## src/rtl/byte_packer.sv

```systemverilog
// rtl/byte_packer.sv - packs high/low byte pairs into 16-bit words for the ram1 write port
module byte_packer #(
    parameter int          ADDR_W = 8,
    parameter logic [7:0]  PAD    = 8'h00
) (
    input  logic              clk,
    input  logic              reset,
    input  logic [7:0]        b_in,
    input  logic              b_valid,
    input  logic              flush,
    input  logic              addr_clr,
    input  logic              mem_ack,
    output logic              b_rdy,
    output logic              hi_pending,
    output logic [15:0]       w_data,
    output logic [ADDR_W-1:0] w_addr,
    output logic              we
);

    typedef enum logic [1:0] {HI, LO, WR} state_t;

    state_t            state, state_nx;
    logic [7:0]        hi_q, hi_nx;
    logic [15:0]       data_nx;
    logic [ADDR_W-1:0] addr_nx;
    logic              we_nx, rdy_nx, pend_nx;
    logic              clr_q, clr_nx;

    always_comb begin
        state_nx = state;
        hi_nx    = hi_q;
        data_nx  = w_data;
        addr_nx  = w_addr;
        we_nx    = we;
        rdy_nx   = b_rdy;
        pend_nx  = hi_pending;
        clr_nx   = clr_q;

        case (state)
            HI: begin
                if (addr_clr)
                    addr_nx = '0;
                if (b_valid) begin
                    hi_nx    = b_in;
                    pend_nx  = 1'b1;
                    state_nx = LO;
                end
            end
            LO: begin
                if (addr_clr)
                    addr_nx = '0;
                // a real byte takes priority over a simultaneous flush
                if (b_valid || flush) begin
                    data_nx  = {hi_q, b_valid ? b_in : PAD};
                    we_nx    = 1'b1;
                    rdy_nx   = 1'b0;
                    pend_nx  = 1'b0;
                    state_nx = WR;
                end
            end
            WR: begin
                if (mem_ack) begin
                    addr_nx  = (addr_clr || clr_q) ? '0 : w_addr + 1'b1;
                    clr_nx   = 1'b0;
                    we_nx    = 1'b0;
                    rdy_nx   = 1'b1;
                    state_nx = HI;
                end else if (addr_clr) begin
                    // address must stay stable while the write is outstanding
                    clr_nx = 1'b1;
                end
            end
            default: begin
                state_nx = HI;
                we_nx    = 1'b0;
                rdy_nx   = 1'b1;
                pend_nx  = 1'b0;
            end
        endcase
    end

    always_ff @(posedge clk) begin
        if (reset) begin
            state      <= HI;
            hi_q       <= 8'h00;
            w_data     <= 16'h0000;
            w_addr     <= '0;
            we         <= 1'b0;
            b_rdy      <= 1'b1;
            hi_pending <= 1'b0;
            clr_q      <= 1'b0;
        end else begin
            state      <= state_nx;
            hi_q       <= hi_nx;
            w_data     <= data_nx;
            w_addr     <= addr_nx;
            we         <= we_nx;
            b_rdy      <= rdy_nx;
            hi_pending <= pend_nx;
            clr_q      <= clr_nx;
        end
    end

endmodule

```

## config.mk

```make
export PLATFORM = sky130hd
export DESIGN_NAME = byte_packer
export DESIGN_NICKNAME = d
export VERILOG_FILES = /design/src/rtl/byte_packer.sv
export SDC_FILE = /design/constraint.sdc
export NUM_CORES = 1
export LEC_CHECK = 0
export ABC_AREA = 1
export CELL_PAD_IN_SITES_DETAIL_PLACEMENT = 2
export CELL_PAD_IN_SITES_GLOBAL_PLACEMENT = 2
export CORE_MARGIN = 10
export CORE_UTILIZATION = 28
export CTS_BUF_LIST = sky130_fd_sc_hd__clkbuf_16
export DETAILED_ROUTE_END_ITERATION = 7
export PLACE_DENSITY_LB_ADDON = 0.25
export SYNTH_ARGS = -nofsm -noshare
export SYNTH_HDL_FRONTEND = slang
export SYNTH_SLANG_ARGS = --single-unit
```

## constraint.sdc

```tcl
create_clock -name clk -period 2.1 [get_ports clk]
set_input_delay 0.21 -clock clk [delete_from_list [all_inputs] [get_ports clk]]
set_output_delay 0.21 -clock clk [all_outputs]
set_load 0.02 [all_outputs]
```

==> impl_metrics.csv, run 1 <==
group,metric,value,unit
logic_synthesis,synthAdderAreaFrac,0.008170,
sta,fin_skew,6.424,ps
status,status,"finished clean",
logic_synthesis,synth-simple-area-share,0.3047,
global_routing,grt_pass1_wl,8431,µm
clock_tree,insertion_delay,280,ps
worst_setup_path,r2r_slack,680,ps
logic_synthesis,synth-edff-count,0,
die,placement_rows,26,
finish,fin_util,0.4115,
clock_tree,cts-htree-levels,2,
place,io_buffer_count,40,
detailed_routing,initialDrtViolationCount,42,
clock_tree,root_buffer,"clkbuf_16",
worst_setup_path,crit_end,"w_addr[3]",
logic_synthesis,syn_area,1531,µm²
logic_synthesis,synth_compound_area_frac,0.1397,
global_routing,grt_pass1_vias,1643,
logic_synthesis,synth_top_family_by_area,"simple AND/OR/NAND/NOR gates",
logic_synthesis,postSynthAreaPerCell,7.619,µm²
worst_setup_path,crit_slowest_cell,"clkdlybuf4s50_1",
clock_tree,clk_path_buf_depth,2,
sta,setup_viol,0,
clock_tree,post-cts-setup-buffer-count,0,
detailed_routing,detail_route.wl_per_cell,15.93,µm
logic_synthesis,synth_top_area_share,0.4967,
logic_synthesis,post-synth-top-count-cell,"nand2_1",
logic_synthesis,synth_async_sr_flop_share,0,
sta,worst_hold_slack,474.9,ps
clock_tree,cts_hold_buf,0,
detailed_routing,routed_wl,5033,µm
pwr,power_density,824.7,nW/µm²
global_routing,grt_use_total,0.1198,
worst_setup_path,critPathMaxFanout,5,
worst_setup_path,crit_start,"w_addr[3]",
die,die_x,93.96,µm
logic_synthesis,yosys.area.top_type,"dfxtp_1",
sta,max-slew-margin-rel,0.6659,
sta,slew_viol_final,0,
worst_setup_path,cp-end-kind,"output pin",
logic_synthesis,synth-xor-area-share,0,
global_routing,overflow,0,
die,ios,41,
detailed_routing,drtAntennaViolNets,0,
global_routing,grt_max_degree,19,
logic_synthesis,synth-main-ff-cell,"dfxtp_1",
logic_synthesis,ys_top_cells_by_area,"dfxtp_1 (50%), nand2_1 (10%), nor2_1 (9.3%), o21ai_0 (6.2%), a21oi_1 (5.2%)",
logic_synthesis,yosysSeqAreaShare,0.4967,
worst_setup_path,critical_path.cell_chain,"clkdlybuf4s50_1",
logic_synthesis,ys_top_cells_by_count,"nand2_1 (42), dfxtp_1 (38), nor2_1 (38)",
clock_tree,cts-buffers-inserted,5,
worst_setup_path,crit_arrival,1330,ps
clock_tree,numClockSinks,38,
run,max-cap-violations,0,
logic_synthesis,synthMuxAreaShare,0,
pwr,vdd_drop_max,0.0003449,V
worst_setup_path,cp.depth,1,
finish,drive_gt1_frac,0.1179,
logic_synthesis,synthCells,201,
worst_setup_path,r2r-end,"hi_q[3]",
worst_setup_path,worstRegToRegCells,6,
sta,hold_viol_final,0,
detailed_routing,firstDrtPassIters,4,
finish,fin_nets,260,
sta,max_slew.worst_pin.slew,500.6,ps
finish,fillCellCount,625,
place,gp_congestion,0.7425,
worst_setup_path,critical-path-top-delay-family,"buffers and inverters",
worst_setup_path,r2r-start,"state[1]",
clock_tree,cts_tree,"done",
sta,fmax,0.6514,GHz
clock_tree,cts-resized-gates,0,
die,core,5205,µm²
finish,syn2layout_area_growth,39.87,%
place,hpwl,3742,µm
logic_synthesis,synth-warning-count,0,
sta,fin_crit,1535,ps
sta,fin_crit_sh,0.7310,
worst_setup_path,path_buf_inv,1,
global_routing,antenna_found_initial,0,
logic_synthesis,synth_nets,216,
hold_path,hold_class,"reg2reg",
worst_setup_path,path_class,"reg2out",
detailed_routing,vias_per_cell,4.709,
worst_setup_path,cpPeakStageDelay,640,ps
sta,finalSetupTns,0,ps
sta,rsz0062_at_grt,"false",
clock_tree,path_clk_slew,60,ps
die,start_util,0.2942,
worst_setup_path,required,1890,ps
pwr,p_leak,0.0008171,µW
finish,antennaDiodeCount,0,
die,die-area,8828,µm²
logic_synthesis,synth_cell_types,22,
die,die_height,93.96,µm
detailed_routing,drcViolationCount,0,
detailed_routing,num_vias,1488,
worst_setup_path,start_kind,"flop",
logic_synthesis,ys_ff_latch,38,
==> stage by stage <==
stage / total power, µW / std cells / area (µm²) / setup WS, ps
finish: 1767 / 316 / 2142 / 564.8
detailed placement: 1059 / 308 / 2001 / 459.3
global route: 1853 / 316 / 2142 / 508.0
CTS: 1792 / 316 / 2142 / 544.1
global placement: 1051 / 308 / 2001 / 500.7
floorplan: 942.1 / 201 / 1531 / 956.2
==> area by class of cell <==
class / instances / area [µm²] / share of cell area
multi-input combinational: 146 / 693.2 / 0.3236
sequential: 38 / 760.7 / 0.3551
clock buffer: 5 / 125.1 / 0.05841
inverter: 13 / 51.30 / 0.02395
clock inverter: 3 / 16.27 / 0.007593
timing repair buffer: 41 / 407.9 / 0.1904
tap: 70 / 87.58 / 0.04089
==> layout by cell type, fill, tap and decap left out, drive strengths merged <==
| master | count |
|---|---|
| nor2 | 50 |
| nand2 | 43 |
| clkdlybuf4s50 | 40 |
| dfxtp | 38 |
| o21ai | 20 |
| a21oi | 19 |
| inv | 13 |
| nand3 | 9 |
| clkbuf | 5 |
| nand3b | 2 |
| clkinv | 2 |
| nand4 | 1 |
| a211oi | 1 |
| ha | 1 |
| clkinvlp | 1 |
| buf | 1 |
==> state kept, by name, summed over array words and instances, names as in the netlist <==
register / cells
w_data: 16
hi_q: 8
w_addr: 8
state: 2
b_rdy: 1
clr_q: 1
hi_pending: 1
we: 1
==> per-layer routing <==
layer / part of all wire / GRT usage
met2: 0.47 / 0.1953
met5: 0 / 0
met4: 0.012 / 0.04177
met3: 0.048 / 0.03677
met1: 0.47 / 0.1450
==> where the power goes <==
group          leakage (µW)  switching, µW  internal (µW)
clock             0.0000672            292            433
sequential         0.000311           28.3            763
combinational      0.000439            149            101
total              0.000817            469           1300
==> worst min path at each step <==
| stage | depth (start not counted) | to | start |
|---|---|---|---|
| 2_1_floorplan | 1 | w_data[6] | reset |
| 3_3_place_gp | 2 | w_data[5] | w_data[5] |
| 3_5_place_dp | 2 | w_data[3] | w_data[3] |
| 4_1_cts | 2 | w_data[5] | w_data[5] |
| 5_1_grt | 2 | w_data[5] | w_data[5] |
| 6_report | 2 | b_rdy | b_rdy |
==> logic make-up (layout without fill, tap and decap cells) <==
group,count (synthesis),in the layout
flip-flops,38,38
AO/OA/AOI/OAI,40,40
adder cells (fa/ha/maj),1,1
AND/OR/NAND/NOR,105,105
buffers and inverters,17,62
No activity file was read; power rests on OpenSTA's default activity.
==> run 2, diff against run 1 <==
Settings changed: CORE_UTILIZATION 28 to 26.
Clock period 2.1 ns to 1.45 ns, I/O delays scaled along.
==> run 2 against run 1 <==
  * Flip-flop and latch count is the same
  * Cell area grew 2.8%
  * Wire length shrank 2.5%
  * Core utilization shrank 1.9 points
  * Count of clock-buffer cells in the layout is the same
  * Critical path depth is the same
  * Worst hold slack lost 24 ps
==> impl_metrics.csv, run 2 (same netlist as run 1, synthesis figures left out) <==
group,metric,value,unit
sta,fin_crit_sh,0.9696,
detailed_routing,vias_per_cell,4.684,
sta,fin_crit,1406,ps
die,core,5608,µm²
die,placement_rows,27,
global_routing,overflow,0,
worst_setup_path,critical_path.cell_chain,"clkdlybuf4s50_1",
die,die-area,9361,µm²
finish,fin_nets,265,
sta,fmax,0.7112,GHz
hold_path,hold_class,"in2reg",
pwr,power_frac_seq,0.442,
worst_setup_path,cpPeakStageDelay,620,ps
finish,multiInputGateArea,693.2,µm²
clock_tree,cts_tree,"done",
die,die_x,96.75,µm
finish,seq_area,760.7,µm²
worst_setup_path,cp-end-kind,"output pin",
worst_setup_path,crit_arrival,1260,ps
worst_setup_path,critPathMaxFanout,2,
detailed_routing,firstDrtPassIters,4,
pwr,total_power,2593,µW
pwr,clock_power_share,0.409,
clock_tree,path_clk_slew,60,ps
worst_setup_path,required,1310,ps
global_routing,grt_pass1_wl,8404,µm
run,max-cap-violations,0,
finish,largest_register_ffs,16,
worst_setup_path,path_class,"reg2out",
pwr,power_frac_comb,0.149,
clock_tree,cts-htree-levels,2,
finish,drive_gt1_frac,0.1355,
status,status,"finished clean",
finish,antennaDiodeCount,0,
sta,max-slew-margin-rel,0.7274,
worst_setup_path,path_buf_inv,1,
place,io_buffer_count,40,
pwr,power.internal,1899,µW
global_routing,grt_max_degree,19,
worst_setup_path,critical-path-top-delay-family,"buffers and inverters",
sta,slew_viol_final,0,
detailed_routing,drcViolationCount,0,
finish,reg_top3,"w_data x16, hi_q x8, w_addr x8",
pwr,p_leak,0.0008791,µW
clock_tree,root_buffer,"clkbuf_16",
pwr,power_density,1178,nW/µm²
sta,worst_hold_slack,450.7,ps
global_routing,grt_use_total,0.1073,
pwr,sw_frac_of_total,0.2679,
detailed_routing,routed_wl,4908,µm
pwr,p_sw,694.7,µW
die,ios,41,
global_routing,grt_pass1_vias,1661,
place,gp_congestion,0.7207,
clock_tree,cts-buffers-inserted,5,
global_routing,antenna_found_initial,0,
clock_tree,insertion_delay,280,ps
detailed_routing,drtAntennaViolNets,0,
finish,top_register,"w_data",
pwr,vdd_drop_max,0.0006791,V
detailed_routing,detail_route.wl_per_cell,15.20,µm
finish,final_cell_mix,"nand2_1 (42), nor2_1 (38), dfxtp_1 (38), clkdlybuf4s50_1 (34), o21ai_0 (19)",
sta,max_slew.worst_pin.slew,407.4,ps
worst_setup_path,start_kind,"flop",
die,start_util,0.2731,
clock_tree,clk_path_buf_depth,2,
sta,hold_viol_final,0,
clock_tree,post-cts-setup-buffer-count,0,
sta,rsz0062_at_grt,"false",
finish,fillCellCount,685,
detailed_routing,num_vias,1513,
worst_setup_path,crit_slowest_cell,"clkdlybuf4s50_1",
finish,syn2layout_area_growth,43.79,%
detailed_routing,initialDrtViolationCount,60,
sta,fin_skew,4.648,ps
place,hpwl,3653,µm
clock_tree,numClockSinks,38,
sta,setup_viol,0,
die,die_height,96.75,µm
finish,final_common_cell,"nand2_1",
-- run 2: power by group through the flow --
stage          clock [µW]  sequential [µW]  combinational (µW)
2_1_floorplan           0             1200                 161
3_3_place_gp            0             1170                 384
3_5_place_dp            0             1170                 394
4_1_cts              1090             1150                 395
5_1_grt              1140             1160                 431
6_report             1060             1150                 387
-- run 2: path summary, 6_finish.rpt --
kind / slack [ps] / start / cells past startpoint / end
setup / recovery: 40 / w_data[7] / 1 / w_data[7]
hold / removal: 450 / b_in[2] / 3 / w_data[2]
setup reg to reg: 190 / state[1] / 6 / w_addr[6]
hold reg to reg: 470 / we / 2 / we
-- run 2: metal layers --
layer / global-route usage / wire length [µm] / share of wire
met1: 0.1173 / 2092 / 0.43
met2: 0.1805 / 2430 / 0.50
met3: 0.04400 / 308 / 0.063
met4: 0.04059 / 76 / 0.015
met5: 0 / 0 / 0
-- run 2: area by class of cell --
cell class	count	area share
timing repair buffer	46	0.2102
clock buffer	5	0.05682
sequential	38	0.3455
clock inverter	3	0.007386
tap	72	0.04091
multi-input combinational	146	0.3148
inverter	13	0.02443
-- run 2: timing repair --
action                     CTS  global route
setup endpoints to repair    6             1
resized for setup            6             1
hold buffers                 0             0
-- run 2: metrics by stage --
step | instance area (µm²) | utilization | setup TNS, ps | setup WS [ps] | std cells
detailed placement | 2066 | 0.3684 | -1729 | -157.2 | 315
global route | 2202 | 0.3927 | 0 | 2.604 | 323
global placement | 2066 | 0.3684 | -720.8 | -71.31 | 315
floorplan | 1531 | - | 0 | 306.2 | 201
finish | 2202 | 0.3927 | 0 | 44.01 | 323
CTS | 2200 | 0.3922 | 0 | 27.72 | 323
